File: src/rtl/filter_base_addr_gen.sv
// Filter base address generator: walks the scratchpad base address of each
// filter in a multi-filter weight buffer, with single-pass or circular modes.
module filter_base_addr_gen #(
  parameter int ADDR_W     = 8,
  parameter int IDX_W      = 4,
  parameter int SPAD_DEPTH = 256
) (
  input  logic              clk,
  input  logic              rst,
  input  logic              init,
  input  logic              start,
  input  logic              inc,
  input  logic [ADDR_W-1:0] cfg_base,
  input  logic [ADDR_W-1:0] cfg_filter_size,
  input  logic [IDX_W-1:0]  cfg_num_filters,
  input  logic              cfg_circular,
  output logic [ADDR_W-1:0] base_addr,
  output logic [IDX_W-1:0]  filter_idx,
  output logic              busy,
  output logic              cout,
  output logic              done,
  output logic              cfg_err
);

  localparam int EW = ADDR_W + IDX_W + 1;

  typedef enum logic [1:0] {IDLE, RUN, FIN} state_t;

  state_t            state;
  logic [ADDR_W-1:0] base_q, size_q;
  logic [IDX_W-1:0]  num_q;
  logic              circ_q;

  // End of the last filter, wide enough that the product cannot overflow.
  logic [EW-1:0] cfg_end;
  logic          cfg_ok;
  logic          last;

  assign cfg_end = EW'(cfg_base) + EW'(cfg_filter_size) * EW'(cfg_num_filters);
  assign cfg_ok  = (cfg_num_filters != '0) && (cfg_filter_size != '0) &&
                   (cfg_end <= EW'(SPAD_DEPTH));
  assign last    = (filter_idx == num_q - IDX_W'(1));

  always_ff @(posedge clk) begin
    if (rst || init) begin
      state      <= IDLE;
      base_q     <= '0;
      size_q     <= '0;
      num_q      <= '0;
      circ_q     <= 1'b0;
      base_addr  <= '0;
      filter_idx <= '0;
      busy       <= 1'b0;
      cout       <= 1'b0;
      done       <= 1'b0;
      cfg_err    <= 1'b0;
    end else begin
      cout <= 1'b0;
      done <= 1'b0;
      if (start) begin
        filter_idx <= '0;
        if (cfg_ok) begin
          base_q    <= cfg_base;
          size_q    <= cfg_filter_size;
          num_q     <= cfg_num_filters;
          circ_q    <= cfg_circular;
          base_addr <= cfg_base;
          state     <= RUN;
          busy      <= 1'b1;
          cfg_err   <= 1'b0;
        end else begin
          base_addr <= '0;
          state     <= IDLE;
          busy      <= 1'b0;
          cfg_err   <= 1'b1;
        end
      end else if (inc && state == RUN) begin
        if (last) begin
          cout       <= 1'b1;
          base_addr  <= base_q;
          filter_idx <= '0;
          if (!circ_q) begin
            state <= FIN;
            busy  <= 1'b0;
            done  <= 1'b1;
          end
        end else begin
          // Incremental stride add; legal configs keep this below SPAD_DEPTH.
          base_addr  <= base_addr + size_q;
          filter_idx <= filter_idx + IDX_W'(1);
        end
      end
    end
  end

endmodule

File: config.mk
export PLATFORM = sky130hd
export DESIGN_NAME = filter_base_addr_gen
export DESIGN_NICKNAME = d
export VERILOG_FILES = /design/src/rtl/filter_base_addr_gen.sv
export SDC_FILE = /design/constraint.sdc
export NUM_CORES = 1
export LEC_CHECK = 0
export BUFFER_PORTS_ARGS = -buffer_cell sky130_fd_sc_hd__buf_2
export CAP_MARGIN = 40
export CORE_ASPECT_RATIO = 0.5
export CORE_MARGIN = 4
export CORE_UTILIZATION = 30
export CTS_CLUSTER_DIAMETER = 100
export CTS_CLUSTER_SIZE = 30
export DETAILED_ROUTE_END_ITERATION = 16
export GPL_TIMING_DRIVEN = 0
export PLACE_DENSITY = 0.44
export SLEW_MARGIN = 10
export SYNTH_ARGS = -nofsm -noshare
export SYNTH_HDL_FRONTEND = slang
export SYNTH_SLANG_ARGS = --single-unit
File: constraint.sdc
create_clock -name clk -period 11.6 [get_ports clk]
set_input_delay 1.16 -clock clk [delete_from_list [all_inputs] [get_ports clk]]
set_output_delay 1.16 -clock clk [all_outputs]
set_load 0.02 [all_outputs]
==> results.md, run 1 <==
- Nets: slightly above 500
- Die height: 82.1 microns
- Pwr Density: 135 nW/um^2
- Slowest-stage cell, CP: nor4_4
- Port Buffers: 37
- Mapped Area: roughly 3300 sq um
- Remaining Overflow, GRT: 0
- Worst-path clk slew: 0.06 ns
- Combinational power share: between 40% and 50%
- Int Power: 0.317 mW
- DIE AREA: 12,800 sq um
- Total chip power: 0.512 mW
- Largest net degree at the start of global routing: 12
- Post-place setup slack: 5.80 ns
- Syn Area/Cell: between 8 and 9 sq um
- Pre-antenna DRT Iters: 4
- Seq/Total Area, Yosys: 23.1%
- Final min period: 5.51 ns
- Antenna Nets Post-Route: 0
- Maximum VDD drop: 0.0000531 V
- FFs w/ async S/R, synth: 0%
- Final Hold Vio Count: 0
- Diodes inserted: 0
- Residual DRC count: 0
- Setup CP Type: in2reg
- Startpoint Class: primary input
- Initial DRC count: 147
- Clk_lat worst skew: 0.28 ns
- Top-area cell type share of the netlist area: 23.1%
- Max Root-Sink Buffers: 2
- RSZ-0062 raised after global routing: false
- Met3 WL post-DR: 459 microns
- CTS tree: built
- Hold Path Class: reg2reg
- Critical Path RT: 11.77 ns
- Post-synth net total: 471
- Initial cell density of the core: about a third
- Post-Syn Instances: 393
- Most used DFF post-synth: dfxtp_1
- Critical path arrival: approximately 5.7 ns
- Core area: 10,400 sq um
- Max Slew Vio Count: 0
- Actual slew at the worst max-slew pin: 0.791 ns
- Most common cell in the netlist: nand2_1
- Ys Warns: 0
- F_max: 181 MHz
- Share of power burned in registers: 27.7%
- Number of synthesized flops with an enable pin: 0
- CTS resizes: 0
- Leakage: ~1.8 nW
- Post-route setup slack: 6.09 ns
- Wirelength per Cell: 15.0 microns
- Critical path capture point type: flip-flop
- Period utilization: between 40% and 50%
- Area delta synth->final: 15.4%
- Cell Area, Placed: 3650 sq um
- Setup TNS: 0 ns
- Max-Cap Viols: 0
- Highest routed layer: met4
- Psw: 0.195 mW
- Net Sw Frac: 38.1%
- Synth top cells by count: 74 x nand2_1, 38 x dfxtp_1, 32 x ha_1
- GRT Util Overall: 14.4%
- Sink Count: 38
- Vias: 2,779
- Crit-path max cell delay: roughly 0.73 ns
- Hold Path Depth: 2
- Number of global-route vias before repair: 2,734
- Clock skew: 0.00472 ns
- H-Tree Level Count: 2
- Post-CTS setup buffers: 0
- DP HPWL: slightly below 7000 microns
- Top area cells in the synthesized netlist: dfxtp_1 23%, fa_1 12%, ha_1 12%
- Vias per cell: 4.81
- R2R depth: 9
- Count of different cell masters after synthesis: 47
- Rows: 26
- Critical path cell sequence: clkbuf_1, nand2_1, fa_1, fa_1, inv_1, fa_1, ha_1, and2b_1, o2111ai_1, a21boi_1, mux2i_1, nor4_4, nand2_4, buf_6, mux2i_1
- First-pass GRT wire length: 14,400 microns
- Clock power share: roughly 27%
- Fin cells: between 500 and 600
- Initial antenna violation count: 0
- Clock root buffer: clkbuf_16
- Layout cell share with drive strength beyond 1: around an eighth
- Setup violators final: 0
- Area leader, netlist: dfxtp_1
- Worst Path Max Fanout: 10
- Global placement routability congestion: 0.820
- Number of CTS-inserted buffers: 5
- Metal-1 WL: between 4000 and 5000 microns
- DRT Wirelength: roughly 8700 microns
- Most frequent CP cell: fa_1
- Seq cells post-synth: 38
- Ports: 42
- Met2 Wirelength: 3810 microns
- Placed cells: 570
- Chip width: 156 microns
- Slew headroom: between 40% and 50%
- Status: finished, final reports clean
- Hold bufs inserted after CTS: 0
- Post-route cell area: 3800 sq um
==> worst max-delay path, delay by kind of cell <==
family / cells / cell delay [ns]
adders and majority gates: 4 / 1.90
and+or+nand+nor: 4 / 1.25
buffers and inverters: 3 / 0.69
AOI/OAI and AO/OA: 2 / 0.37
muxes: 2 / 0.29
==> path summary, 6_finish.rpt <==
path                       from           end  slack [ns]
max          cfg_num_filters[3]     size_q[0]        6.09
min                   base_q[3]     base_q[3]        0.46
max reg2reg            num_q[0]  base_addr[0]        9.09
min reg2reg           base_q[3]     base_q[3]        0.46
==> power by group through the flow <==
stage | logic, mW | registers (mW) | clock network [mW]
4_1_cts | 0.235 | 0.142 | 0.141
2_1_floorplan | 0.174 | 0.146 | 0
5_1_grt | 0.262 | 0.143 | 0.146
3_3_place_gp | 0.237 | 0.145 | 0
3_5_place_dp | 0.233 | 0.145 | 0
6_report | 0.232 | 0.142 | 0.138
==> kinds of logic (layout without fill, tap and decap cells) <==
family                   Yosys count  count (layout)  share of synthesized area (%)
flip-flops                        38              38                           23.1
adder cells (fa/ha/maj)           52              52                           24.3
buffers and inverters             46              91                           5.73
XOR/XNOR                          16              16                           4.25
AND/OR/NAND/NOR                  137             137                           19.7
AO/OA/AOI/OAI                     74              74                           13.8
multiplexers                      30              30                           9.12
==> registers in the layout, indices dropped and copies added, names as in the netlist <==
signal / count
base_addr: 8
base_q: 8
size_q: 8
filter_idx: 4
num_q: 4
busy: 1
cfg_err: 1
circ_q: 1
cout: 1
done: 1
state: 1
==> through the flow <==
step	hold slack, ns	utilization [%]
global route	0.486	36.4
CTS	0.463	36.4
floorplan	0.423	-
finish	0.461	36.4
detailed placement	0.453	35.0
global placement	0.451	35.0
==> cell usage in the layout (no fill, tap or decap), types with 2 or more instances in the layout <==
cell type / synthesis / routed
nand3_1: 4 / 4
o21bai_1: 3 / 3
buf_6: 2 / 2
o2111ai_1: 3 / 3
fa_1: 20 / 20
or3_1: 3 / 3
nand2_1: 74 / 74
nor3_1: 3 / 3
nor2b_1: 4 / 4
a21oi_1: 22 / 22
a31oi_1: 5 / 5
buf_2: 1 / 38
nor2_1: 21 / 21
clkbuf_16: 0 / 5
xor2_1: 4 / 4
a21o_1: 4 / 4
nor4_1: 3 / 3
or4_1: 2 / 2
nand2b_1: 3 / 3
ha_1: 32 / 32
xnor2_1: 12 / 12
nand3b_1: 3 / 3
o21a_1: 5 / 5
mux2i_1: 30 / 30
o21ai_0: 20 / 20
and2_1: 10 / 10
a21boi_1: 2 / 2
dfxtp_1: 38 / 38
clkbuf_1: 12 / 13
inv_1: 30 / 30
==> cell type report <==
type	count	area [sq um]
Timing Repair Buffer	37	185
Inverter	30	113
Buffer	16	76.3
Fill cell	1081	6640
Tap cell	140	175
Clock inverter	1	5.00
Clock buffer	7	143
Sequential cell	38	761
Multi-Input combinational cell	309	2340
==> routing by layer <==
layer / GRT usage, % / vias to the layer above
met5: 0 / -
met4: 3.12 / 0
met3: 1.93 / 4
met2: 23.9 / 52
met1: 20.2 / 1300
li1: - / 1423
No activity file was read; power rests on OpenSTA's default activity.
==> run 2, diff against run 1 <==
--- a/config.mk
+++ b/config.mk
@@ -14,7 +14,7 @@
 export CTS_CLUSTER_SIZE = 30
 export DETAILED_ROUTE_END_ITERATION = 16
 export GPL_TIMING_DRIVEN = 0
-export PLACE_DENSITY = 0.44
+export PLACE_DENSITY = 0.46
 export SLEW_MARGIN = 10
 export SYNTH_ARGS = -nofsm -noshare
 export SYNTH_HDL_FRONTEND = slang
==> constraint.sdc (replaced) <==
create_clock -name clk -period 4.8 [get_ports clk]
set_input_delay 0.48 -clock clk [delete_from_list [all_inputs] [get_ports clk]]
set_output_delay 0.48 -clock clk [all_outputs]
set_load 0.02 [all_outputs]
==> run 2 against run 1 <==
Effect of this change:
- utilization grew 0.11 points
- sequential power grew 140%
- sequential cell count is the same
- routed wire length shrank 2.0%
- clock-buffer cell count is the same
==> results.md, run 2 (synthesis gave the netlist of run 1 again) <==
- Number of global-route vias before repair: 2,648
- Clock root buffer: clkbuf_16
- Critical Path RT: 4.96 ns
- Post-route cell area: roughly 3800 sq um
- Ports: 42
- Rows: 26
- Slew headroom: roughly half
- Initial antenna violation count: 0
- Most frequent cells in the layout: 74 x nand2_1, 38 x buf_2, 38 x dfxtp_1
- Vias: approximately 2.7k
- Initial DRC count: around 120
- RSZ-0062 raised after global routing: false
- Pre-antenna DRT Iters: 4
- Diodes inserted: 0
- Clock power share: 26.8%
- Top flop regs: base_addr x8, base_q x8, size_q x8
- Initial cell density of the core: 31.5%
- Number of CTS-inserted buffers: 5
- CTS resizes: 0
- Max-Cap Viols: 0
- First-pass GRT wire length: 14,100 microns
- Port Buffers: 37
- Vias per cell: 4.70
- Clock skew: 0.00342 ns
- Remaining Overflow, GRT: 0
- Maximum VDD drop: ~0.00013 V
- Setup CP Type: in2reg
- Final min period: roughly 4.5 ns
- Post-CTS setup buffers: 0
- DIE AREA: approximately 13,000 sq um
- Nets: slightly above 500
- Seq. cell area: 761 sq um
- Residual DRC count: 0
- Chip width: 156 microns
- H-Tree Level Count: 2
- Fillers: approximately 1.1k
- Layout cell share with drive strength beyond 1: 12.5%
- Crit-path max cell delay: around 0.55 ns
- F_max: 220 MHz
- Critical path capture point type: flip-flop
- Multi-input logic area: ~2300 sq um
- Wirelength per Cell: about 15 microns
- Cell Area, Placed: 3650 sq um
- Worst-path clk slew: 0.06 ns
- Max Root-Sink Buffers: 2
- Int Power: around 0.77 mW
- Critical path arrival: 4.71 ns
- Global placement routability congestion: approximately 0.77
- Core area: about 10,000 sq um
- Slowest-stage cell, CP: fa_1
- Final Hold Vio Count: 0
- Antenna Nets Post-Route: 0
- Leakage: 1.80 nW
- Status: finished, final reports clean
- Actual slew at the worst max-slew pin: about 0.75 ns
- CTS tree: built
- Startpoint Class: primary input
- Psw: 0.467 mW
- Post-layout util: a little over a third
- Critical path cell sequence: clkbuf_1, nand2_1, fa_1, fa_1, inv_1, fa_1, ha_1, or4_1, o22ai_2, xor2_1, a41o_1, nand2_4, buf_6, mux2i_1
- Hold Path Class: in2reg
- Period utilization: 94.7%
- Worst Path Max Fanout: 10
- Share of power burned in registers: 27.7%
- Area delta synth->final: 15.8%
- Pwr Density: around 320 nW/um^2
- Clk_lat worst skew: about 0.28 ns
- Sink Count: 38
- DRT Wirelength: 8520 microns
- Most frequent CP cell: fa_1
- Largest net degree at the start of global routing: 12
- Net Sw Frac: 37.7%
- Combinational power share: between 40 and 50%
- Max Slew Vio Count: 0
- GRT Util Overall: 13.9%
- Hold bufs inserted after CTS: 0
- Setup violators final: 0
- Die height: 82.1 microns
- DP HPWL: just under 7000 microns
- Commonest non-fill, non-tap cell in the layout: nand2_1
[run 2: worst paths after layout]
path / end / cells after the start / slack [ns] / from
setup reg to reg: base_addr[0] / 9 / 2.25 / num_q[0]
setup / recovery: size_q[1] / 14 / 0.25 / cfg_num_filters[3]
hold reg to reg: base_q[7] / 2 / 0.46 / base_q[7]
hold / removal: circ_q / 3 / 0.46 / cfg_circular
[run 2: metal layers]
layer,GRT usage (%),vias up,part of all wire (%)
met2,21.6,29,42
met3,1.56,4,2.8
met5,0,-,0
met1,21.0,1267,54
met4,2.60,0,0.58
li1,-,1424,-
[run 2: critical path, delay by kind of cell]
family / cells / cell delay (ns)
xor gates and xnor gates: 1 / 0.19
and+or+nand+nor: 3 / 0.86
muxes: 1 / 0.12
buffers and inverters: 3 / 0.62
adders and majority gates: 4 / 1.79
AOI/OAI and AO/OA: 2 / 0.62
[run 2: per-stage QoR]
step	setup WS [ns]	std cells	power [mW]	hold slack, ns	setup TNS, ns
after floorplan	0.437	393	0.773	0.423	0
after global placement	-0.242	570	0.917	0.445	-4.96
after detailed placement	-0.249	570	0.912	0.455	-5.14
after CTS	0.0135	578	1.25	0.459	0
after global routing	0.0323	579	1.34	0.482	0
final	0.254	579	1.24	0.461	0
[run 2: layout make-up]
cell class	count	area share (%)
clock inverter	1	0.131
tap	140	4.59
timing repair buffer	39	5.25
sequential	38	19.9
multi-input combinational	309	61.5
clock buffer	7	3.74
inverter	30	2.95
buffer	15	1.90
[run 2: power groups by stage]
| stage | Sequential, mW | Combinational [mW] | Clock [mW] |
|---|---|---|---|
| after floorplan | 0.353 | 0.420 | 0 |
| after global placement | 0.350 | 0.567 | 0 |
| after detailed placement | 0.350 | 0.562 | 0 |
| after CTS | 0.343 | 0.565 | 0.339 |
| after global routing | 0.346 | 0.635 | 0.355 |
| final | 0.343 | 0.564 | 0.332 |
